File: config.mk
export PLATFORM = sky130hd
export DESIGN_NAME = tdpram_port_arbiter
export DESIGN_NICKNAME = d
export VERILOG_FILES = /design/src/rtl/tdpram_port_arbiter.sv
export SDC_FILE = /design/constraint.sdc
export NUM_CORES = 1
export LEC_CHECK = 0
export CAP_MARGIN = 20
export CORE_AREA = 10 10 209 211
export CTS_BUF_LIST = sky130_fd_sc_hd__clkbuf_16
export DETAILED_ROUTE_END_ITERATION = 8
export DIE_AREA = 0 0 219 221
export GPL_TIMING_DRIVEN = 0
export PLACE_DENSITY_LB_ADDON = 0.25
export SETUP_SLACK_MARGIN = 0.3
export SLEW_MARGIN = 20
export SYNTH_ARGS = -nofsm -noshare
export SYNTH_HDL_FRONTEND = slang
export SYNTH_SLANG_ARGS = --single-unit
File: constraint.sdc
create_clock -name clk_i -period 4.9 [get_ports clk_i]
set_input_delay 0.735 -clock clk_i [delete_from_list [all_inputs] [get_ports clk_i]]
set_output_delay 0.735 -clock clk_i [all_outputs]
set_load 0.05 [all_outputs]
File: src/rtl/tdpram_port_arbiter.sv
// Round-robin arbiter sharing one TDP RAM port between NUM_CH request channels.
// Registered issue stage plus a latency-matched tag pipeline routes read data home.
module tdpram_port_arbiter #(
    parameter int unsigned NUM_CH       = 4,
    parameter int unsigned ADDR_WIDTH   = 12,
    parameter int unsigned DATA_WIDTH   = 64,
    parameter int unsigned READ_LATENCY = 1,
    localparam int unsigned STROBE_WIDTH = DATA_WIDTH / 8
) (
    input  logic                             clk_i,
    input  logic                             rst_i,
    input  logic [NUM_CH-1:0]                req_valid_i,
    output logic [NUM_CH-1:0]                req_ready_o,
    input  logic [NUM_CH*ADDR_WIDTH-1:0]     req_addr_i,
    input  logic [NUM_CH*DATA_WIDTH-1:0]     req_din_i,
    input  logic [NUM_CH*STROBE_WIDTH-1:0]   req_we_i,
    output logic [NUM_CH-1:0]                rsp_valid_o,
    output logic [DATA_WIDTH-1:0]            rsp_dout_o,
    output logic [ADDR_WIDTH-1:0]            mem_addr_o,
    output logic [DATA_WIDTH-1:0]            mem_din_o,
    output logic                             mem_en_o,
    output logic [STROBE_WIDTH-1:0]          mem_we_o,
    input  logic [DATA_WIDTH-1:0]            mem_dout_i
);

    localparam int unsigned CH_W = (NUM_CH > 1) ? $clog2(NUM_CH) : 1;

    logic [CH_W-1:0]         rr_ptr_q, rr_ptr_d;
    logic [NUM_CH-1:0]       grant_c;
    logic [CH_W-1:0]         grant_id_c;
    logic                    grant_found_c;
    logic                    accept_c;
    logic                    accept_rd_c;
    logic [ADDR_WIDTH-1:0]   sel_addr_c;
    logic [DATA_WIDTH-1:0]   sel_din_c;
    logic [STROBE_WIDTH-1:0] sel_we_c;

    logic                    mem_en_q, mem_en_d;
    logic [STROBE_WIDTH-1:0] mem_we_q, mem_we_d;
    logic [ADDR_WIDTH-1:0]   mem_addr_q, mem_addr_d;
    logic [DATA_WIDTH-1:0]   mem_din_q, mem_din_d;

    logic [READ_LATENCY:0]   pipe_vld_q;
    logic [CH_W-1:0]         pipe_id_q [READ_LATENCY+1];
    logic [NUM_CH-1:0]       rsp_valid_q, rsp_valid_d;
    logic [DATA_WIDTH-1:0]   rsp_dout_q, rsp_dout_d;

    // First valid channel at or above rr_ptr, wrapping modulo NUM_CH
    always_comb begin
        logic [CH_W-1:0] idx;
        grant_c       = '0;
        grant_id_c    = '0;
        grant_found_c = 1'b0;
        idx           = '0;
        for (int unsigned i = 0; i < NUM_CH; i++) begin
            idx = CH_W'((32'(rr_ptr_q) + i) % NUM_CH);
            if (!grant_found_c && req_valid_i[idx]) begin
                grant_found_c = 1'b1;
                grant_c[idx]  = 1'b1;
                grant_id_c    = idx;
            end
        end
    end

    always_comb begin
        sel_addr_c = '0;
        sel_din_c  = '0;
        sel_we_c   = '0;
        for (int unsigned k = 0; k < NUM_CH; k++) begin
            if (grant_c[k]) begin
                sel_addr_c = req_addr_i[k*ADDR_WIDTH +: ADDR_WIDTH];
                sel_din_c  = req_din_i[k*DATA_WIDTH +: DATA_WIDTH];
                sel_we_c   = req_we_i[k*STROBE_WIDTH +: STROBE_WIDTH];
            end
        end
    end

    assign accept_c    = grant_found_c & ~rst_i;
    assign accept_rd_c = accept_c & (sel_we_c == '0);
    assign req_ready_o = rst_i ? '0 : grant_c;

    always_comb begin
        rr_ptr_d    = rr_ptr_q;
        mem_en_d    = accept_c;
        mem_we_d    = '0;
        mem_addr_d  = mem_addr_q;
        mem_din_d   = mem_din_q;
        rsp_valid_d = '0;
        rsp_dout_d  = rsp_dout_q;
        if (accept_c) begin
            rr_ptr_d   = CH_W'((32'(grant_id_c) + 32'd1) % NUM_CH);
            mem_we_d   = sel_we_c;
            mem_addr_d = sel_addr_c;
            mem_din_d  = sel_din_c;
        end
        // Tag leaving the pipeline lines up with the RAM's read data
        if (pipe_vld_q[READ_LATENCY]) begin
            rsp_valid_d = NUM_CH'(1) << pipe_id_q[READ_LATENCY];
            rsp_dout_d  = mem_dout_i;
        end
    end

    always_ff @(posedge clk_i or posedge rst_i) begin
        if (rst_i) begin
            rr_ptr_q    <= '0;
            mem_en_q    <= 1'b0;
            mem_we_q    <= '0;
            mem_addr_q  <= '0;
            mem_din_q   <= '0;
            pipe_vld_q  <= '0;
            for (int unsigned s = 0; s <= READ_LATENCY; s++) begin
                pipe_id_q[s] <= '0;
            end
            rsp_valid_q <= '0;
            rsp_dout_q  <= '0;
        end else begin
            rr_ptr_q     <= rr_ptr_d;
            mem_en_q     <= mem_en_d;
            mem_we_q     <= mem_we_d;
            mem_addr_q   <= mem_addr_d;
            mem_din_q    <= mem_din_d;
            pipe_vld_q   <= {pipe_vld_q[READ_LATENCY-1:0], accept_rd_c};
            pipe_id_q[0] <= grant_id_c;
            for (int unsigned s = 1; s <= READ_LATENCY; s++) begin
                pipe_id_q[s] <= pipe_id_q[s-1];
            end
            rsp_valid_q  <= rsp_valid_d;
            rsp_dout_q   <= rsp_dout_d;
        end
    end

    assign mem_en_o    = mem_en_q;
    assign mem_we_o    = mem_we_q;
    assign mem_addr_o  = mem_addr_q;
    assign mem_din_o   = mem_din_q;
    assign rsp_valid_o = rsp_valid_q;
    assign rsp_dout_o  = rsp_dout_q;

endmodule
* Word level (Yosys, flattened, before mapping) *
Index checks and enable logic that the tools add are counted.
Widths: inputs -> output; s select.

storage, ports and cells
  bits in registers = 161
  bits in latches = 0
  RAM bits = 0
  bits in read-only memories = 0
  input bits = 406
  output and inout port bits = 157
  logic and storage cells = 83
  memories kept = 0

operators by class
  add/sub/neg operators = 4
  multiply operators = 0
  div/mod/pow operators = 0
  order comparisons = 8
  eq/ne operators = 0
  shift operators = 1
  mux-type cells = 43
  bitwise logic cells = 6
  reduce and logical (&&, ||, !) cells = 11

operators by type and width
  cell                 count
  $mux 64              4
  $mux 12              4
  $mux 8               5
  $mux 4               6
  $lt 2x3->1 const B   4
  $mux 1               12
  $or 4x4->4           3
  $bmux 1 s2           4
  $demux 1 s2          4
  $ge 2x1->1 const B   4
  $logic_not 8->1      1
  $mux 2               4
  $logic_and 1x1->1    7
  $add 2x1->2 const B  2
  $add 2x2->2 const B  2
  $shl 1x2->4 const A  1
  $logic_not 1->1      3
  $and 1x1->1          2
  $not 1->1            1

* Depth between registers and ports, before layout *
Gate-level depths: netlist (run 1).

  word-level depth = 18
  gate-level depth with buffers = 15
  depth with buffers taken out = 10

* Worst setup path before layout (run 1) *
Ideal clock, no wire load.

  path kind = input-to-output
  from = input port rst_i
  to = output port req_ready_o[1]
  arrival time = 4.805 ns
  data required time = 4.165 ns
  path slack = -0.640 ns
  stages = 2
  cell sequence = inv_1 > and2_1

on the way
  word-level cells in the longest chain between the ends = 1

RTL lines
  item                RTL line  source
  start: declaration  11        input logic rst_i,
  $mux 4              80        assign req_ready_o = rst_i ? '0 : grant_c;
  end: declaration    13        output logic [NUM_CH-1:0] req_ready_o,

Every way passes these cells.

* Worst setup path in the final report (run 1) *
  from = register rr_ptr_q[1]
  to = output port req_ready_o[1]

on the way
  word-level cells in the longest chain between the ends = 13

RTL lines
  item                                                                 RTL line  source
  start: declaration                                                   28        logic [CH_W-1:0] rr_ptr_q, rr_ptr_d;
  start signal: assignment                                             117       rr_ptr_q <= rr_ptr_d;
  parallel branches: the longest is 11 deep, another holds $lt 2x3->1  --
  $mux 4 *                                                             57        if (!grant_found_c && req_valid_i[idx]) begin
  $mux 4 *                                                             80

Every way passes the cells marked *. The select of a mux whose other input is x is not followed.

==> flow_metrics.tcl, run 1 <==
set metrics [dict create \
    cts_made_buffers 17 \
    hold_violations 0 \
    pre_cts_slack_ps -366.1 \
    cpPeakStageDelay_ps 430 \
    viasPerCell 4.667 \
    tightestPinTransition_ps 853.5 \
    irDropWorstVdd_uv 342.4 \
    core_um2 39460 \
    yosys_warnings 0 \
    clock_sinks 161 \
    drt_first_pass_iters 5 \
    route.detailed.drc 0 \
    endpoint "req_ready_o[1]" \
    rr_endpoint "mem_din_o[0]" \
    yosys.area.top_type_share_pct 47.32 \
    start_util_pct 21.58 \
    seq_power_share_pct 18.0 \
    required_ps 4160 \
    setup_tns_ps 0 \
    finalSetupViolCount 0 \
    htreeDepth 4 \
    grt_pass1_vias 10039 \
    cts_buffer_depth 2 \
    synthArstFlopShare_pct 100.0 \
    criticalPathCategory "flip-flop to output pin" \
    internal_power_mw 5.977 \
    synthFlopType "dfrtp_1" \
    synthCells 893 \
    syn_area_um2 8514 \
    drt_wl_total_um 49440 \
    swShare_pct 53.00 \
    grt_max_degree 32 \
    startpoint "rr_ptr_q[1]" \
    crit_fanout 10 \
    clock_power_share_pct 10.7 \
    die_height_um 221 \
    clk_pin_slew_ps 70 \
    cpMaxStageDelayCell "dfrtp_1" \
    timing.rr.start "rr_ptr_q[1]" \
    yosysTopAreaCell "dfrtp_1" \
    status "complete, no violations" \
    post-dp-hpwl_um 40850 \
    placed_cells 1983 \
    switching_power_mw 6.740 \
    reg2regPathDepth 14 \
    die_w_um 219 \
    crit_path_frequent_cell "clkbuf_2" \
    die-area_um2 48400 \
    ys_types 52 \
    grt_pass1_wl_um 69740 \
    track_usage_pct 19.62 \
    r2r_slack_ps 740 \
    clock_latency_ps 440 \
    worst_ep_arrival_time_ps 3710 \
    portBuffers 560 \
    cts_tree "yes" \
    area_growth_pct 82.40 \
    drv_slew 0 \
    yosys-top-cells-area "dfrtp_1 (47%), a21oi_1 (9.2%), mux2_2 (8.6%)" \
    fin_cells 2025 \
    cts_hold_buf 0 \
    startpoint_type "flip-flop" \
    crit_buf_inv 7 \
    antenna_found_initial 9 \
    drt_iter0_drc 430 \
    slew_headroom_pct 43.10 \
    setup.worst_path.end_class "output pin" \
    p_leak_nw 6.264 \
    fin_crit_ps 4447 \
    cts-root-buf "clkbuf_16" \
    powerDensity_nw_per_um2 818.9 \
    grt-ovfl-total 0 \
    drive_above_1_share_pct 11.92 \
    syn_nets 1306 \
    ys_ff_latch 161 \
    fp-row-count 73 \
    layout_setup_ws_ps 453.3 \
    fin_crit_sh_pct 90.75 \
    rsz0062_at_grt "yes" \
    crit_family "buffers and inverters" \
    syn_avg_cell_area_um2 9.535 \
    gp_congestion 0.8442 \
    pwr-share-comb_pct 71.3 \
    dr_total_vias 9451 \
    ant_nets 0 \
    hp-class "flip-flop to flip-flop" \
    synth_edf_count 0 \
    crit_chain "buf_2 -> inv_1 -> ha_1 -> clkbuf_2 -> mux4_2 -> nand3b_1 -> a21oi_1 -> or2_1 -> clkbuf_2 -> buf_6 -> clkbuf_8 -> and2_1 -> buf_4" \
    crit_cells 13 \
    nets 1893 \
    skew_ps 9.019 \
    drv_cap 0 \
    final_cell_mix "clkdlybuf4s50_1 (557), nor2_1 (171), dfrtp_1 (160)" \
    final_common_cell "clkdlybuf4s50_1" \
    yosysSeqAreaShare_pct 47.32 \
    routedWlPerCell_um 24.41 \
    ios 563 \
    final.fill_count 3980 \
    max_freq_ghz 0.2249 \
]
-- metrics by stage --
stage | util [%] | cell area, um^2 | total power [mW] | hold WS, ps
floorplan | - | 8518 | 8.115 | 331.2
global placement | 37.46 | 14780 | 11.35 | 333.2
detailed placement | 37.71 | 14880 | 11.40 | 335.8
CTS | 39.28 | 15500 | 12.86 | 350.9
global route | 39.31 | 15510 | 13.57 | 354.4
finish | 39.36 | 15530 | 12.72 | 346.5
-- layer usage --
metal	vias up	track usage, %	part of all wire (%)
li1	4468	-	-
met1	4544	21.27	39
met2	399	34.89	50
met3	34	8.049	9.4
met4	6	4.079	1.3
met5	-	0	0.095
-- Yosys cell counts (all sizes together), types with 3 or more instances --
library cell	count
nor2	171
dfrtp	161
a21oi	156
nor3	81
a221oi	80
mux2	65
buf	54
clkbuf	34
nand2	11
o21ai	10
a22o	7
ha	7
inv	6
a211oi	4
a211o	3
and2	3
mux4	3
nand3b	3
-- worst min-delay path by stage --
stage,from,to,slack [ps],depth (start not counted)
after floorplan,pipe_id_q[2],pipe_id_q[0],330,0
after global placement,pipe_id_q[3],pipe_id_q[1],330,0
after detailed placement,pipe_id_q[2],pipe_id_q[0],340,0
after CTS,pipe_id_q[2],pipe_id_q[0],350,0
after global routing,pipe_id_q[3],pipe_id_q[1],350,0
final,pipe_id_q[2],pipe_id_q[0],350,0
-- repair_timing --
| item | CTS | global route |
|---|---|---|
| resized for setup | 18 | 6 |
| endpoints found under the setup margin | 4 | 4 |
| pin swaps | 1 | 0 |
| setup buffers | 1 | 2 |
-- registers in the layout, indices dropped and copies added, names as in the netlist --
register,cells
pipe_vld_q,2
rr_ptr_q,2
mem_din_o,64
pipe_id_q,4
mem_en_o,1
mem_addr_o,12
rsp_dout_o,64
rsp_valid_o,4
mem_we_o,8
-- power groups by stage --
stage,sequential (mW),clock [mW],combinational [mW]
2_1_floorplan,4.40,0,3.72
6_report,2.29,1.36,9.07
3_5_place_dp,2.32,0,9.08
3_3_place_gp,2.29,0,9.06
4_1_cts,2.30,1.40,9.15
5_1_grt,2.37,1.45,9.75
-- logic make-up after synthesis --
family / share of synthesized area [%]
buffers and inverters: 5.026
DFF: 47.32
AOI/OAI and AO/OA: 22.42
adders and majority gates: 1.029
and+or+nand+nor: 14.47
muxes: 9.625
xor gates and xnor gates: 0.1029
-- final cells by class --
cell class,count,area [um^2],area share (%)
diodes,7,17.52,0.1128
plain buffers,88,425.4,2.739
clock buffers,17,425.4,2.739
clock inverters,15,157.7,1.015
inverters,6,26.28,0.1692
multi-input cells,638,4075,26.24
flip-flops and latches,161,4030,25.95
well taps,525,656.9,4.230
repair buffers,568,5715,36.80
Power figures use the tool's default switching activity.
==> run 2, diff against run 1 <==
Settings changed: SLEW_MARGIN 20 to not set.
==> run 2 against run 1 <==
  * Utilization barely moved
  * Die area is the same
  * Hold slack better by 0.93 ps
  * Via count up 0.34%
  * Global-route usage about the same
  * Highest routed layer unchanged
==> flow_metrics.tcl, run 2 (synthesis gave the netlist of run 1 again) <==
set metrics [dict create \
    status "complete, no violations" \
    route.detailed.drc 0 \
    die_w_um 219 \
    grt_pass1_wl_um 69840 \
    core_um2 39460 \
    criticalPathCategory "flip-flop to output pin" \
    whs_path_depth 0 \
    skew_ps 8.590 \
    rr_endpoint "mem_din_o[1]" \
    start_util_pct 21.58 \
    ios 563 \
    cts_tree "yes" \
    ant_nets 0 \
    die_height_um 221 \
    die-area_um2 48400 \
    drv_slew 0 \
    cts_buffer_depth 2 \
    reg2regPathDepth 16 \
    timing.rr.start "rr_ptr_q[1]" \
    worst_ep_arrival_time_ps 3650 \
    fp-row-count 73 \
    antenna_found_initial 10 \
    tightestPinTransition_ps 824.7 \
    hp-class "flip-flop to flip-flop" \
    layout_setup_ws_ps 517.4 \
    drv_cap 0 \
    setup.worst_path.end_class "output pin" \
    viasPerCell 4.683 \
    finalSetupViolCount 0 \
    htreeDepth 4 \
    drt_iter0_drc 535 \
    fin_crit_sh_pct 89.44 \
    track_usage_pct 19.66 \
    holdWs_ps 347.5 \
    cts_made_buffers 17 \
    fin_crit_ps 4383 \
    hp-start "pipe_id_q[2]" \
    holdPathEnd "pipe_id_q[0]" \
    clock_latency_ps 450 \
    startpoint_type "flip-flop" \
    area_growth_pct 82.32 \
    r2r_slack_ps 800 \
    grt_max_degree 40 \
    rsz0062_at_grt "no" \
    required_ps 4160 \
    drt_first_pass_iters 5 \
    p_leak_nw 6.246 \
    crit_fanout 10 \
    routedWlPerCell_um 24.48 \
    final_core_util_pct 39.34 \
    drt_wl_total_um 49580 \
    grt_pass1_vias 10079 \
    nets 1893 \
    dr_total_vias 9483 \
    post-dp-hpwl_um 40990 \
    clk_pin_slew_ps 70 \
    cts-root-buf "clkbuf_16" \
    slew_headroom_pct 45.02 \
    irDropWorstVdd_uv 351.6 \
    grt-ovfl-total 0 \
    final_common_cell "clkdlybuf4s50_1" \
    clock_sinks 161 \
    drive_above_1_share_pct 11.99 \
    gp_congestion 0.8442 \
    final_cell_mix "clkdlybuf4s50_1 (557), nor2_1 (171), dfrtp_1 (159)" \
    hold_violations 0 \
    max_freq_ghz 0.2282 \
    portBuffers 560 \
    powerDensity_nw_per_um2 816.7 \
    pre_cts_slack_ps -382.1 \
]
==> run 2: changes by cell type in the layout (fill, tap and decap cells not counted) <==
cell / change
bufinv_16: -1
clkinv_4: +1
clkdlybuf4s15_2: +2
inv_6: -1
buf_2: -2
clkbuf_2: -1
dfrtp_2: +1
clkbuf_4: +1
clkinvlp_4: +1
dfrtp_1: -1
==> run 2: worst max-delay path by stage <==
stage | end | slack, ps | cells after the start | from
final | req_ready_o[2] | 520 | 13 | rr_ptr_q[1]
after global routing | req_ready_o[1] | 330 | 13 | rr_ptr_q[1]
after CTS | req_ready_o[1] | 240 | 13 | rr_ptr_q[0]
after detailed placement | req_ready_o[1] | -380 | 13 | rr_ptr_q[0]
after global placement | req_ready_o[1] | -2090 | 4 | rst_i
after floorplan | req_ready_o[1] | 450 | 2 | rst_i
==> run 2: stage by stage <==
step                instance area [um^2]  power (mW)  cells  setup TNS (ps)
detailed placement                 14880       11.40   1983          -703.4
CTS                                15480       12.81   2016               0
global route                       15510       13.52   2020               0
floorplan                           8518       8.115    893               0
finish                             15520       12.68   2025               0
global placement                   14780       11.35   1978           -2391
==> run 2: power breakdown <==
part	total, mW	switching, mW	internal (mW)
sequential	2.29	0.321	1.97
clock	1.29	0.591	0.703
combinational	9.09	5.84	3.26
==> run 2: critical path: stages (launching register included) <==
cell and delay, ps:
dfrtp_2 410, clkbuf_4 200, inv_1 120, ha_1 290, clkbuf_2 210, mux4_2 430
buf_4 190, nor2b_4 120, a22o_1 220, a221oi_4 90, buf_4 240, buf_4 200
nor2_1 90, clkdlybuf4s15_2 390
==> run 2: layout make-up <==
cell class                 count  area [um^2]
inverter                       6        26.28
fill                        4014        23930
timing repair buffer         568         5728
tap                          525        656.9
multi-input combinational    638         4075
sequential                   161         4031
clock buffer                  17        425.4
clock inverter                15        135.1
antenna                        7        17.52
buffer                        88        427.9
==> run 2: layer usage <==
layer	track usage [%]	wire (um)	share of wire, %
met1	21.13	18970	38
met4	3.746	593	1.2
met2	35.37	25170	51
met3	8.035	4804	9.7
met5	0	40	0.081
==> run 2: what timing repair did <==
item | in CTS | in global routing
resized for setup | 20 | 4
pin swaps | 1 | 0
hold buffers | 0 | 0
buffers inserted | 1 | 2
setup endpoints to repair | 5 | 4
==> run 3, diff against run 2 <==
Settings changed: CORE_AREA 10 10 209 211 to 2 2 219 221, DIE_AREA 0 0 219 221 to 0 0 221 223, PLACE_DENSITY_LB_ADDON 0.25 to not set, SETUP_SLACK_MARGIN 0.3 to not set.
==> run 3 against run 2 <==
  * Worst setup slack lost 220 ps
  * Clock-buffer cell count unchanged
  * Sequential power is 2% higher
  * Via count rose by 0.26%
  * Sequential cell count is the same
  * Critical path depth decreased by 2
  * Clock power grew 8%
  * Total power is 1.3% higher
  * Wire length shrank 12%
  * Largest power group unchanged
==> flow_metrics.tcl, run 3 (synthesis gave the netlist of run 1 again) <==
set metrics [dict create \
    powerDensity_nw_per_um2 821.3 \
    required_ps 4160 \
    criticalPathCategory "flip-flop to output pin" \
    drt_iter0_drc 564 \
    switching_power_mw 6.881 \
    skew_ps 13.28 \
    internal_power_mw 5.957 \
    crit_fanout 19 \
    setup.worst_path.end_class "output pin" \
    cts_made_buffers 17 \
    track_usage_pct 17.31 \
    clock_latency_ps 460 \
    drv_slew 0 \
    die_w_um 221 \
    final_common_cell "clkdlybuf4s50_1" \
    tightestPinTransition_ps 963.2 \
    routedWlPerCell_um 20.73 \
    final_core_util_pct 33.15 \
    ant_nets 0 \
    fp-row-count 80 \
    portBuffers 560 \
    nets 1888 \
    startpoint_type "flip-flop" \
    start_util_pct 18.06 \
    pwr-share-comb_pct 71.0 \
    drt_first_pass_iters 5 \
    route.detailed.drc 0 \
    max_freq_ghz 0.2172 \
    post-dp-hpwl_um 35070 \
    gp_congestion 0.8867 \
    dr_total_vias 9508 \
    p_leak_nw 6.257 \
    clk_pin_slew_ps 70 \
    hold_violations 0 \
    clock_sinks 161 \
    antenna_found_initial 3 \
    status "complete, no violations" \
    drv_cap 0 \
    worst_ep_arrival_time_ps 3870 \
    stdcell_area_um2 15630 \
    hp-class "flip-flop to flip-flop" \
    r2r_slack_ps 550 \
    rsz0062_at_grt "no" \
    postPlaceCellArea_um2 15000 \
    cts-root-buf "clkbuf_16" \
    seq_power_share_pct 18.1 \
    die_height_um 223 \
    htreeDepth 4 \
    cts_hold_buf 0 \
    grt_pass1_wl_um 63590 \
    ios 563 \
    cts_tree "yes" \
    cts_buffer_depth 2 \
    holdWs_ps 342.4 \
    slew_headroom_pct 35.78 \
    core_um2 47150 \
    clock_power_share_pct 10.8 \
    irDropWorstVdd_uv 501.8 \
    viasPerCell 4.515 \
    fin_crit_sh_pct 93.97 \
    grt_pass1_vias 9920 \
    fin_crit_ps 4605 \
    final_cell_mix "clkdlybuf4s50_1 (557), nor2_1 (171), dfrtp_1 (160)" \
    drt_wl_total_um 43650 \
    finalSetupViolCount 0 \
    drive_above_1_share_pct 11.49 \
    grt_max_degree 43 \
    die-area_um2 49280 \
    setup_tns_ps 0 \
    swShare_pct 53.60 \
    area_growth_pct 83.57 \
    grt-ovfl-total 0 \
]
[run 3: area by class of cell]
class	count	area (um^2)
Fill cell	4846	31520
Timing Repair Buffer	566	5718
Multi-Input combinational cell	638	4071
Sequential cell	161	4030
Tap cell	615	769.5
Clock buffer	17	425.4
Buffer	85	400.4
Clock inverter	15	181.4
Inverter	6	26.28
Antenna cell	3	7.507
[run 3: what timing repair did]
action,4_1_cts,5_1_grt
pin swaps,1,0
gates cloned,0,0
setup buffers,1,0
resized for setup,10,3
setup endpoints to repair,3,3
[run 3: worst paths after layout]
kind | cells past startpoint | startpoint | end
max in group asynchronous | 5 | rst_i | mem_din_o[21]
worst max-delay path | 11 | rr_ptr_q[0] | req_ready_o[1]
worst max register to register | 12 | rr_ptr_q[0] | mem_din_o[0]
worst min register to register | 0 | pipe_id_q[3] | pipe_id_q[1]
worst min-delay path | 0 | pipe_id_q[3] | pipe_id_q[1]
min in group asynchronous | 2 | rst_i | mem_addr_o[0]
[run 3: per-stage QoR]
| step | worst slack (ps) | power [mW] | std cells |
|---|---|---|---|
| 2_1_floorplan | 452.1 | 8.115 | 893 |
| 3_3_place_gp | -1901 | 11.44 | 2068 |
| 3_5_place_dp | -607.8 | 11.53 | 2073 |
| 4_1_cts | 8.263 | 13.00 | 2104 |
| 5_1_grt | 43.47 | 13.64 | 2103 |
| 6_report | 295.5 | 12.84 | 2106 |
[run 3: power groups by stage]
stage,Sequential [mW],Combinational (mW),Clock [mW]
floorplan,4.40,3.72,0
global placement,2.32,9.12,0
detailed placement,2.35,9.18,0
CTS,2.33,9.23,1.43
global route,2.40,9.74,1.49
finish,2.33,9.12,1.39
[run 3: layer usage]
metal / share of wire [%] / GRT usage (%) / vias up / wire [um]
met2: 50 / 30.64 / 448 / 21990
met5: 0.048 / 0 / - / 21
li1: - / - / 4453 / -
met1: 41 / 20.44 / 4547 / 18010
met3: 5.8 / 3.925 / 56 / 2527
met4: 2.5 / 6.278 / 4 / 1107
[run 3: critical path, cell delays in order, from the launching register on]
cell             delay, ps
dfrtp_2                500
buf_2                  250
inv_1                  130
ha_2                   460
mux4_2                 470
nand3b_1               220
a21oi_1                190
or2_1                  130
clkbuf_2               190
buf_8                  290
and2_1                 180
clkdlybuf4s15_2        360
